===== config.mk =====
export PLATFORM = sky130hd
export DESIGN_NAME = miriscv_ram_arbiter
export DESIGN_NICKNAME = d
export VERILOG_FILES = /design/src/rtl/miriscv_ram_arbiter.sv
export SDC_FILE = /design/constraint.sdc
export NUM_CORES = 1
export LEC_CHECK = 0
export BUFFER_PORTS_ARGS = -buffer_cell sky130_fd_sc_hd__buf_2
export CAP_MARGIN = 20
export CORE_AREA = 2 2 140 142
export CTS_CLUSTER_DIAMETER = 80
export DETAILED_ROUTE_END_ITERATION = 16
export DIE_AREA = 0 0 142 144
export GPL_ROUTABILITY_DRIVEN = 1
export GPL_TIMING_DRIVEN = 0
export PLACE_DENSITY = 0.38
export SYNTH_ARGS = -nofsm -noshare
export SYNTH_HDL_FRONTEND = slang
export SYNTH_SLANG_ARGS = --single-unit

===== constraint.sdc =====
create_clock -name clk_i -period 1.25 [get_ports clk_i]
set_input_delay 0.1875 -clock clk_i [delete_from_list [all_inputs] [get_ports clk_i]]
set_output_delay 0.1875 -clock clk_i [all_outputs]
set_load 0.02 [all_outputs]

===== src/rtl/miriscv_ram_arbiter.sv =====
// Shares the single-port program/data RAM between instruction fetch, load/store and the
// program loader. It also owns the RUN/LOAD mode and the one-deep read-return tracking.
module miriscv_ram_arbiter #(
   parameter int RAM_SIZE = 512,
   parameter int ADDR_W   = 32
) (
   input  logic                        clk_i,
   input  logic                        rst_i,
   input  logic                        ldr_start_i,
   input  logic                        ldr_done_i,
   output logic                        core_halt_o,
   input  logic                        im_req_i,
   input  logic                        im_we_i,
   input  logic [ADDR_W-1:0]           im_addr_i,
   output logic                        im_gnt_o,
   output logic                        im_rvalid_o,
   output logic [31:0]                 im_rdata_o,
   input  logic                        dm_req_i,
   input  logic                        dm_we_i,
   input  logic [ADDR_W-1:0]           dm_addr_i,
   input  logic [3:0]                  dm_be_i,
   input  logic [31:0]                 dm_wdata_i,
   output logic                        dm_gnt_o,
   output logic                        dm_rvalid_o,
   output logic [31:0]                 dm_rdata_o,
   input  logic                        ld_req_i,
   input  logic                        ld_we_i,
   input  logic [ADDR_W-1:0]           ld_addr_i,
   input  logic [3:0]                  ld_be_i,
   input  logic [31:0]                 ld_wdata_i,
   output logic                        ld_gnt_o,
   output logic                        ld_rvalid_o,
   output logic [31:0]                 ld_rdata_o,
   output logic                        ram_req_o,
   output logic                        ram_we_o,
   output logic [3:0]                  ram_be_o,
   output logic [$clog2(RAM_SIZE)-1:0] ram_addr_o,
   output logic [31:0]                 ram_wdata_o,
   input  logic [31:0]                 ram_rdata_i
);

   localparam int                RAW   = $clog2(RAM_SIZE);
   localparam logic [ADDR_W-3:0] WORDS = (ADDR_W-2)'(RAM_SIZE);

   typedef enum logic {ST_RUN, ST_LOAD} state_t;
   typedef enum logic [1:0] {OWN_NONE, OWN_IM, OWN_DM, OWN_LD} owner_t;

   state_t      state_q, state_d;
   owner_t      owner_q, owner_d;
   logic        oor_q, oor_d;
   logic        last_dm_q, last_dm_d;
   logic        im_oor, dm_oor, ld_oor;
   logic [31:0] rdata_ret;
   logic        unused_ok;

   assign im_oor = im_addr_i[ADDR_W-1:2] >= WORDS;
   assign dm_oor = dm_addr_i[ADDR_W-1:2] >= WORDS;
   assign ld_oor = ld_addr_i[ADDR_W-1:2] >= WORDS;

   // Fetch never writes and byte offsets play no part in word addressing.
   assign unused_ok = ^{im_we_i, im_addr_i[1:0], dm_addr_i[1:0], ld_addr_i[1:0]};

   always_ff @(posedge clk_i) begin
      if (rst_i) begin
         state_q   <= ST_RUN;
         owner_q   <= OWN_NONE;
         oor_q     <= 1'b0;
         last_dm_q <= 1'b0;
      end else begin
         state_q   <= state_d;
         owner_q   <= owner_d;
         oor_q     <= oor_d;
         last_dm_q <= last_dm_d;
      end
   end

   always_comb begin
      state_d     = state_q;
      owner_d     = OWN_NONE;
      oor_d       = 1'b0;
      last_dm_d   = last_dm_q;
      im_gnt_o    = 1'b0;
      dm_gnt_o    = 1'b0;
      ld_gnt_o    = 1'b0;
      ram_req_o   = 1'b0;
      ram_we_o    = 1'b0;
      ram_be_o    = '0;
      ram_addr_o  = '0;
      ram_wdata_o = '0;

      case (state_q)
         ST_RUN: begin
            if (ldr_start_i && !ldr_done_i) state_d = ST_LOAD;
            // On a tie the port that lost last time wins.
            if (im_req_i && (!dm_req_i || last_dm_q)) im_gnt_o = 1'b1;
            else if (dm_req_i)                         dm_gnt_o = 1'b1;
         end
         ST_LOAD: begin
            if (ldr_done_i && !ldr_start_i) state_d = ST_RUN;
            ld_gnt_o = ld_req_i;
         end
         default: state_d = ST_RUN;
      endcase

      if (im_gnt_o) begin
         owner_d    = OWN_IM;
         oor_d      = im_oor;
         last_dm_d  = 1'b0;
         ram_req_o  = !im_oor;
         ram_addr_o = im_addr_i[2 +: RAW];
      end else if (dm_gnt_o) begin
         owner_d     = OWN_DM;
         oor_d       = dm_oor;
         last_dm_d   = 1'b1;
         ram_req_o   = !dm_oor;
         ram_we_o    = dm_we_i && !dm_oor;
         ram_be_o    = dm_be_i;
         ram_addr_o  = dm_addr_i[2 +: RAW];
         ram_wdata_o = dm_wdata_i;
      end else if (ld_gnt_o) begin
         owner_d     = OWN_LD;
         oor_d       = ld_oor;
         ram_req_o   = !ld_oor;
         ram_we_o    = ld_we_i && !ld_oor;
         ram_be_o    = ld_be_i;
         ram_addr_o  = ld_addr_i[2 +: RAW];
         ram_wdata_o = ld_wdata_i;
      end
   end

   assign core_halt_o = (state_q == ST_LOAD);

   // Out-of-range accesses never reached the RAM, so they answer with zero.
   assign rdata_ret   = oor_q ? 32'd0 : ram_rdata_i;

   assign im_rvalid_o = (owner_q == OWN_IM);
   assign dm_rvalid_o = (owner_q == OWN_DM);
   assign ld_rvalid_o = (owner_q == OWN_LD);
   assign im_rdata_o  = im_rvalid_o ? rdata_ret : 32'd0;
   assign dm_rdata_o  = dm_rvalid_o ? rdata_ret : 32'd0;
   assign ld_rdata_o  = ld_rvalid_o ? rdata_ret : 32'd0;

endmodule


==> key figures, run 1 <==
Logic synthesis
  • Yosys top cell area share: 0.258
  • Cell taking the most area after synthesis: nor2_1
  • Syn Std Cell Area: 1510 µm²
  • Synth warn: 0
  • Gate Count Post-Synth: 266
  • Synth top area cells: nor2_1 (26%), a22o_1 (21%), nand2b_1 (14%)
  • Syn nets: 476
  • Netlist cell types: 22
  • Sequential area share after synthesis: 0.0662
  • FF+latch count, synth: 5
  • Syn Area/Cell: 5.69 µm²

Worst setup path
  • Buf/Inv on CP: 5
  • Crit-path max cell delay: 380 ps
  • Reg2reg start: core_halt_o
  • R2R Path End: oor_q
  • CP Cell Sequence: nand2_4 > nand2_4 > inv_6 > buf_16 > buf_4 > buf_12 > a22o_4 > buf_6
  • Critical Path End Type: primary output
  • CP max stage cell: dfxtp_4
  • Crit path DAT: 1590 ps
  • Setup CP Type: flop to primary output
  • Largest delay share family, worst path: buffers and inverters
  • Most Frequent Cell on Critical Path: nand2_4
  • Setup crit start kind: flop
  • Req. time, crit path: 1060 ps
  • R2r setup slk: -10 ps
  • Worst R2R Path Depth: 5
  • Max Fanout on Critical Path: 5

Die
  • Row count: 51
  • # IOs: 360
  • Core ar.: 19100 µm²
  • Starting Density: 0.0793
  • Die height: 144 µm
  • Die area: 20400 µm²
  • Chip Width: 142 µm

Clock tree
  • Max Root-Sink Buffers: 2
  • Clk slew on worst S/H paths: 30 ps
  • CTS Root Cell: clkbuf_16
  • TritonCTS Sinks: 5
  • CTS tree: done
  • Htree depth: 1
  • Clock latency on the worst-skew pair: 230 ps
  • CTS Buf Count: 3

Cells and area
  • Layout Cells excl Fill: 896
  • Layout cell share with drive strength beyond 1: 0.915
  • Most frequent cells in the layout: buf_2 (208), buf_6 (147), nor2_4 (92)
  • Area of the multi-input gates: 2610 µm²
  • Most common cell after layout, fill and taps aside: buf_2
  • Antenna Cells: 0
  • Area growth from synthesis to layout: 355%
  • Core Util, Final: 0.361
  • Nets: 869
  • Storage cell area: 119 µm²
  • Filler cells: 1855

Timing
  • Final TNS setup: -38850 ps
  • Final period utilization: 1.42
  • Actual slew at the worst max-slew pin: 344 ps
  • Max-slew headroom: 0.770
  • Final Skew: 2.52 ps
  • Minimum clock period: 1780 ps
  • RSZ-0062 raised after global routing: true
  • Final setup violation count: 150
  • FMAX: 563 MHz
  • Pins Over Slew Limit: 0
  • Final WS setup: -526 ps
  • Hold Vio Cnt, Final: 0

Pwr
  • Sw frac: 0.421
  • Leak: 3.20 nW
  • Pwr Density: 510 nW/µm²
  • Worst vdd ir: 0.000436 V
  • Clock power share: 0.149
  • Comb power frac: 0.792
  • Flop pwr share: 0.059
  • Sw power: 1.48 mW
  • Internal cell power: 2.03 mW

Drt
  • Routed len/inst: 18.6 µm
  • DR vias: 3701
  • Vias per cell: 4.13
  • Residual DRC: 0
  • DRT Wirelength: 16700 µm
  • Drt first pass iters: 4
  • Initial DRC Count: 94
  • Antenna Nets Post-Route: 0

Hold path
  • Worst hold path class: input pin to flop
  • Hold Crit Endpoint: last_dm_q
  • Hold_sp: rst_i
  • Worst Hold Depth: 2

GRT
  • Gr usage total: 0.136
  • Largest net degree at the start of global routing: 11
  • Vias in the first global route: 3698
  • First-pass GRT wire length: 21100 µm
  • Global route total overflow: 0
  • Antenna violations before repair: 1

Outcome
  • Violated checks: setup timing
  • Status: complete, but fails checks

Placed design
  • PortBufs: 352
  • Setup WS pre-CTS: -625 ps
  • Dpl cells: 856
  • Final HPWL DP: 11400 µm
  • Gpl congestion: 0.768

Job
  • Reported max-cap violation count: 0
[final cells by class]
class                           count  area share
Buffer                             22      0.0674
Tap cell                          238      0.0432
Multi-Input combinational cell    223       0.378
Clock buffer                        4      0.0114
Timing Repair Buffer              390       0.472
Inverter                           14      0.0102
Sequential cell                     5      0.0173
[worst max path at each step]
stage / from / end / slack, ps / depth (start not counted)
floorplan: im_addr_i[13] / ram_req_o / -240 / 3
global placement: last_dm_q / ram_req_o / -620 / 6
detailed placement: last_dm_q / ram_req_o / -630 / 6
CTS: last_dm_q / ram_addr_o[1] / -530 / 7
global route: last_dm_q / ram_addr_o[5] / -580 / 7
finish: last_dm_q / ram_wdata_o[29] / -530 / 8
[power groups by stage]
stage	Sequential, mW	Combinational [mW]	Clock [mW]
2_1_floorplan	0.188	0.872	0
3_3_place_gp	0.192	1.60	0
3_5_place_dp	0.193	1.59	0
4_1_cts	0.206	2.43	0.533
5_1_grt	0.209	2.92	0.552
6_report	0.206	2.78	0.523
[flip-flops by register name (all words and copies together), names as in the netlist]
| signal | cells |
|---|---|
| core_halt_o | 1 |
| owner_q | 2 |
| oor_q | 1 |
| last_dm_q | 1 |
[what timing repair did]
action / in CTS / in global routing
setup buffers: 10 / 12
endpoints found under the hold margin: 0 / 0
pin swaps: 26 / 49
resized for setup: 426 / 231
gates cloned: 11 / 8
hold buffers: 0 / 0
setup endpoints to repair: 152 / 152
[cells in the mapped netlist]
cell type  number
o21ai_0         3
nand2_1         6
o31a_1          1
a31oi_1         1
a21oi_1         1
o41ai_2         1
nor4_1         11
nand4_1         3
a222oi_1        9
nand3b_1        1
nor3_1          5
clkbuf_1       16
a22o_1         37
a211oi_1        1
nor3b_2         1
dfxtp_1         5
nor2_1        104
nor2b_1         2
nand2b_1       34
or4_4           1
inv_1          14
buf_2           9
[metrics by stage]
step	total power [mW]	hold WS, ps	area [µm²]
global placement	1.79	433	3890
detailed placement	1.79	432	3890
floorplan	1.06	250	1830
global route	3.68	230	6890
finish	3.51	213	6890
CTS	3.16	191	5870
[logic make-up (layout without fill, tap and decap cells)]
logic type,Yosys count,in the layout,synth area share
simple gates,168,169,0.517
compound gates,54,54,0.313
buf+inv,39,430,0.104
flops,5,5,0.0662
[worst register-to-register path, delay by kind of cell (launching register included)]
kind | cells | cell delay (ps)
buffers and inverters | 2 | 330
DFF | 1 | 350
and+or+nand+nor | 1 | 220
AOI/OAI and AO/OA | 2 | 270
[metal layers]
| metal | up-vias | track usage | routed length [µm] |
|---|---|---|---|
| met5 | - | 0 | 0 |
| met4 | 0 | 0.0205 | 392 |
| met3 | 23 | 0.0235 | 1060 |
| met2 | 236 | 0.292 | 9320 |
| met1 | 1723 | 0.137 | 5890 |
| li1 | 1719 | - | - |
No activity file was read; power rests on OpenSTA's default activity.
==> run 2: changes to the inputs <==
Settings changed: BUFFER_PORTS_ARGS -buffer_cell sky130_fd_sc_hd__buf_2 to -buffer_cell sky130_fd_sc_hd__buf_4, SLEW_MARGIN from default to 20.
==> run 2 against run 1 <==
  * The flow still finishes with violations (setup timing)
  * Largest cell class unchanged
  * Combinational power rose by 5%
  * Die area did not move
  * Sequential cell count did not move
  * Clock power barely moved
  * Clock skew fell by 1.5 ps
  * Worst hold slack got worse by 59 ps
  * Via count fell by 1.7%
  * Routed wire length fell by 0.79%
  * First-iteration DRC count rose by 1.1%
  * Final cell count fell by 0.78%
  * Critical endpoint is now ram_addr_o[8]
  * Total power rose by 3.8%
  * Clock-buffer cell count did not move
==> key figures, run 2 (synthesis gave the netlist of run 1 again) <==
Cells and area
  • Layout cell share with drive strength beyond 1: 0.902 (-0.0132)
  • Most frequent cells in the layout: buf_4 (213), buf_6 (157), nor2_4 (94)
  • Most flop-heavy register: owner_q
  • Area growth from synthesis to layout: 379%
  • Filler cells: 1829 (-1.4%)
  • Storage cell area: 119 µm² (unchanged)
  • Layout Cells excl Fill: 889 (-0.78%)
  • Area of the multi-input gates: 2570 µm² (-1.5%)
  • Nets: 862 (-0.81%)
  • Core Util, Final: 0.380 (+0.0186)
  • Max reg flops: 2 (unchanged)
  • Antenna Cells: 0 (unchanged)
  • Most common cell after layout, fill and taps aside: buf_4

Pwr
  • Internal cell power: 2.20 mW (+8.1%)
  • Comb power frac: 0.800 (+0.008)
  • Flop pwr share: 0.057 (-0.002)
  • Leak: 3.32 nW (+3.5%)
  • Sw power: 1.45 mW (-2.1%)
  • Sw frac: 0.397 (-0.0240)
  • Pwr Density: 503 nW/µm² (-1.2%)
  • Worst vdd ir: 0.000386 V (-11%)
  • Clock power share: 0.143 (-0.006)

Clock tree
  • CTS Buf Count: 3 (unchanged)
  • Clk slew on worst S/H paths: 30 ps (about the same)
  • TritonCTS Sinks: 5 (unchanged)
  • Max Root-Sink Buffers: 2 (unchanged)
  • CTS Root Cell: clkbuf_16
  • Clock latency on the worst-skew pair: 230 ps (about the same)
  • Hold-fix buffers, CTS: 0 (unchanged)
  • Htree depth: 1 (unchanged)
  • CTS tree: done

Placed design
  • PortBufs: 352 (unchanged)
  • Setup WS pre-CTS: -592 ps (+33.1 ps)
  • Final HPWL DP: 12300 µm (+8.1%)
  • Dpl cells: 856 (unchanged)
  • Gpl congestion: 0.867 (+13%)

Outcome
  • Violated checks: setup timing
  • Status: complete, but fails checks

Worst setup path
  • Crit path DAT: 1530 ps (-60 ps)
  • Setup CP Type: flop to primary output
  • Worst R2R Path Depth: 5 (unchanged)
  • Max Fanout on Critical Path: 5 (unchanged)
  • Req. time, crit path: 1060 ps (about the same)
  • Setup crit start kind: flop
  • Critical Path End Type: primary output

Die
  • Starting Density: 0.0793 (unchanged)
  • Row count: 51 (unchanged)
  • Core ar.: 19100 µm² (unchanged)
  • Chip Width: 142 µm (unchanged)
  • Die height: 144 µm (unchanged)
  • Die area: 20400 µm² (unchanged)
  • # IOs: 360 (unchanged)

Drt
  • Residual DRC: 0 (unchanged)
  • Antenna Nets Post-Route: 0 (unchanged)
  • DR vias: 3637 (-1.7%)
  • DRT Wirelength: 16500 µm (-0.79%)
  • Vias per cell: 4.09 (-0.96%)
  • Initial DRC Count: 95 (+1.1%)
  • Drt first pass iters: 6 (+2)
  • Routed len/inst: 18.6 µm (about the same)

Timing
  • Final setup violation count: 150 (unchanged)
  • RSZ-0062 raised after global routing: true
  • Max-slew headroom: 0.772 (+0.00151)
  • Pins Over Slew Limit: 0 (unchanged)
  • Final WS setup: -464 ps (+62.3 ps)
  • FMAX: 583 MHz (+3.6%)
  • Final period utilization: 1.37 (-0.0498)
  • Hold Vio Cnt, Final: 0 (unchanged)
  • Final Skew: 1.05 ps (-1.47 ps)
  • Actual slew at the worst max-slew pin: 342 ps (-2.27 ps)
  • Minimum clock period: 1710 ps (-62.3 ps)

Hold path
  • Worst hold path class: input pin to flop
  • Worst Hold Depth: 2 (unchanged)

GRT
  • Antenna violations before repair: 0 (-1)
  • Gr usage total: 0.122 (-0.0140)
  • First-pass GRT wire length: 19200 µm (-8.9%)
  • Global route total overflow: 0 (unchanged)
  • Largest net degree at the start of global routing: 11 (unchanged)
  • Vias in the first global route: 3485 (-5.8%)

Job
  • Reported max-cap violation count: 0 (unchanged)
run 2: what timing repair did:
| item | in CTS | in global routing |
|---|---|---|
| endpoints found under the setup margin | 152 | 148 |
| cloned | 0 | 16 |
| pin swaps | 10 | 35 |
| setup buffers | 3 | 12 |
| gates resized for setup | 105 | 383 |
run 2: worst max-delay path, cell delays in order (launching register included):
cell and delay (ps):
dfxtp_4 370, nor2b_4 50, nand2_4 90, inv_6 50, buf_12 120, a222oi_1 360
inv_1 110, buf_6 150
run 2: path summary, 6_finish.rpt:
kind | start | to | slack, ps
worst min register to register | last_dm_q | last_dm_q | 570
worst min-delay path | rst_i | last_dm_q | 150
worst max register to register | core_halt_o | oor_q | -40
worst max-delay path | core_halt_o | ram_addr_o[8] | -460
run 2: stage by stage:
step           TNS [ps]  area [µm²]  hold WS, ps  power (mW)
2_1_floorplan     -4450        1830          250        1.06
3_3_place_gp     -46770        4770          387        2.09
3_5_place_dp     -49330        4770          386        2.10
4_1_cts          -32370        5280          154        2.85
5_1_grt          -41680        7240          159        3.82
6_report         -35490        7240          154        3.65
run 2: power by group through the flow:
stage / Sequential [mW] / Combinational, mW / Clock, mW
final: 0.209 / 2.92 / 0.521
after global routing: 0.213 / 3.06 / 0.540
after CTS: 0.196 / 2.12 / 0.528
after detailed placement: 0.191 / 1.91 / 0
after global placement: 0.190 / 1.90 / 0
after floorplan: 0.188 / 0.872 / 0
run 2: layout make-up:
type	count	share of cell area
buffer	23	0.0537
clock buffer	4	0.0109
inverter	14	0.00933
multi-input combinational	223	0.354
sequential	5	0.0164
tap	238	0.0411
timing repair buffer	382	0.514
run 2: layer usage:
metal  part of all wire  GRT usage  vias up
li1                   -          -     1706
met1               0.33      0.120     1675
met2               0.56      0.250      236
met3              0.088     0.0401       20
met4              0.023     0.0200        0
met5                  0          0        -
==> run 3: changes to the inputs <==
Settings changed: SKIP_CTS_REPAIR_TIMING from default to 1.
==> run 3 against run 2 <==
  * The flow still finishes with violations (setup timing)
  * Critical endpoint unchanged
  * Fmax shrank 2.8%
  * Die area unchanged
  * Design area is 0.38% higher
  * Register-to-register slack about the same
  * Worst hold slack about the same
  * Largest cell class unchanged
  * Sequential power about the same
  * Largest power group unchanged
  * Critical path depth shrank 1
  * Combinational power is essentially flat
  * Highest routed layer unchanged
  * Clock-buffer cell count unchanged
  * Final cell count is 1.0% higher
  * Non-clock buffer count grew 8
==> key figures, run 3 (synthesis gave the netlist of run 1 again) <==
Timing
  • Final period utilization: 1.41 (+0.0393)
  • Hold Vio Cnt, Final: 0 (unchanged)
  • Final Skew: 0.402 ps (-0.653 ps)
  • Final WS setup: -513 ps (-49.1 ps)
  • Minimum clock period: 1760 ps (+49.1 ps)
  • RSZ-0062 raised after global routing: true
  • Actual slew at the worst max-slew pin: 373 ps (+31.0 ps)
  • Max-slew headroom: 0.751 (-0.0206)
  • FMAX: 567 MHz (-2.8%)
  • Final TNS setup: -36710 ps (-1220 ps)
  • Pins Over Slew Limit: 0 (unchanged)
  • Final setup violation count: 148 (-1.3%)

Drt
  • Antenna Nets Post-Route: 0 (unchanged)
  • Routed len/inst: 18.2 µm (-2.4%)
  • Drt first pass iters: 4 (-2)
  • Vias per cell: 4.07 (-0.43%)
  • DRT Wirelength: 16300 µm (-1.5%)
  • Residual DRC: 0 (unchanged)
  • Initial DRC Count: 83 (-13%)
  • DR vias: 3658 (+0.58%)

GRT
  • First-pass GRT wire length: 18900 µm (-1.7%)
  • Largest net degree at the start of global routing: 11 (unchanged)
  • Vias in the first global route: 3413 (-2.1%)
  • Global route total overflow: 0 (unchanged)
  • Gr usage total: 0.120 (-0.00246)
  • Antenna violations before repair: 1 (+1)

Job
  • Reported max-cap violation count: 0 (unchanged)

Pwr
  • Sw power: 1.44 mW (-0.82%)
  • Sw frac: 0.394 (-0.00277)
  • Leak: 3.34 nW (+0.84%)
  • Worst vdd ir: 0.000357 V (-7.7%)
  • Comb power frac: 0.801 (about the same)
  • Pwr Density: 501 nW/µm² (-0.50%)
  • Clock power share: 0.143 (about the same)
  • Internal cell power: 2.21 mW (+0.34%)
  • Flop pwr share: 0.057 (about the same)
  • Design Power: 3.64 mW (-0.12%)

Worst setup path
  • Setup CP Type: flop to primary output
  • R2r setup slk: -50 ps (about the same)
  • R2R Path End: oor_q
  • Reg2reg start: core_halt_o
  • Critical Path End Type: primary output
  • Worst R2R Path Depth: 5 (unchanged)
  • Req. time, crit path: 1060 ps (about the same)
  • Crit path DAT: 1580 ps (+50 ps)
  • Max Fanout on Critical Path: 4 (-1)
  • Setup crit start kind: flop

Hold path
  • Worst hold path class: input pin to flop
  • Hold Crit Endpoint: last_dm_q
  • Hold_sp: rst_i
  • Worst Hold Depth: 2 (unchanged)

Placed design
  • Dpl cells: 856 (unchanged)
  • Dpl cell area: 4770 µm² (unchanged)
  • Gpl congestion: 0.867 (unchanged)
  • Final HPWL DP: 12300 µm (unchanged)
  • PortBufs: 352 (unchanged)

Die
  • # IOs: 360 (unchanged)
  • Core ar.: 19100 µm² (unchanged)
  • Die height: 144 µm (unchanged)
  • Die area: 20400 µm² (unchanged)
  • Chip Width: 142 µm (unchanged)
  • Starting Density: 0.0793 (unchanged)
  • Row count: 51 (unchanged)

Clock tree
  • Htree depth: 1 (unchanged)
  • Clock latency on the worst-skew pair: 220 ps (about the same)
  • CTS tree: done
  • Clk slew on worst S/H paths: 30 ps (about the same)
  • TritonCTS Sinks: 5 (unchanged)
  • Max Root-Sink Buffers: 2 (unchanged)
  • CTS Buf Count: 3 (unchanged)
  • CTS Root Cell: clkbuf_16

Cells and area
  • Most flop-heavy register: owner_q
  • Max reg flops: 2 (unchanged)
  • Core Util, Final: 0.381 (+0.00144)
  • Layout cell share with drive strength beyond 1: 0.904 (+0.00271)
  • Design area: 7270 µm² (+0.38%)
  • Most frequent cells in the layout: buf_4 (227), buf_6 (150), nor2_4 (91)
  • Area growth from synthesis to layout: 381%
  • Layout Cells excl Fill: 898 (+1.0%)
  • Most common cell after layout, fill and taps aside: buf_4
  • Nets: 870 (+0.93%)

Outcome
  • Violated checks: setup timing
  • Status: complete, but fails checks
run 3: cell type report:
| cell class | instances | area, µm² |
|---|---|---|
| Timing Repair Buffer | 390 | 3780 |
| Buffer | 23 | 385 |
| Inverter | 14 | 67.6 |
| Tap cell | 238 | 298 |
| Fill cell | 1846 | 11800 |
| Clock buffer | 4 | 78.8 |
| Antenna cell | 1 | 2.50 |
| Sequential cell | 5 | 119 |
| Multi-Input combinational cell | 223 | 2540 |
run 3: critical path, stage by stage (launching register included):
cell and delay (ps):
dfxtp_4 350, nor2b_2 150, nor3b_4 70, buf_4 160, a222oi_1 360, inv_1 110, buf_6 150
run 3: power groups by stage:
stage | registers (mW) | logic [mW] | clock network, mW
2_1_floorplan | 0.188 | 0.872 | 0
3_3_place_gp | 0.190 | 1.90 | 0
3_5_place_dp | 0.191 | 1.91 | 0
4_1_cts | 0.189 | 1.92 | 0.528
5_1_grt | 0.209 | 3.07 | 0.540
6_report | 0.206 | 2.92 | 0.519
run 3: metrics by stage:
stage               hold slack [ps]  worst slack, ps
finish                          154             -513
global route                    160             -545
CTS                             158             -825
detailed placement              386             -592
global placement                387             -602
floorplan                       250             -241
run 3: worst max path at each step:
stage / from / endpoint / slack [ps] / depth (start not counted)
after floorplan: im_addr_i[13] / ram_req_o / -240 / 3
after global placement: dm_req_i / ram_req_o / -600 / 7
after detailed placement: dm_req_i / ram_req_o / -590 / 7
after CTS: last_dm_q / ram_req_o / -820 / 6
after global routing: last_dm_q / ram_addr_o[8] / -540 / 7
final: last_dm_q / ram_addr_o[8] / -510 / 6
run 3: layer usage:
metal  vias to the layer above  wire (µm)  global-route usage
li1                       1730          -                   -
met3                        19       1350              0.0381
met4                         0        399              0.0226
met1                      1674       5500               0.120
met5                         -          0                   0
met2                       235       9060               0.241
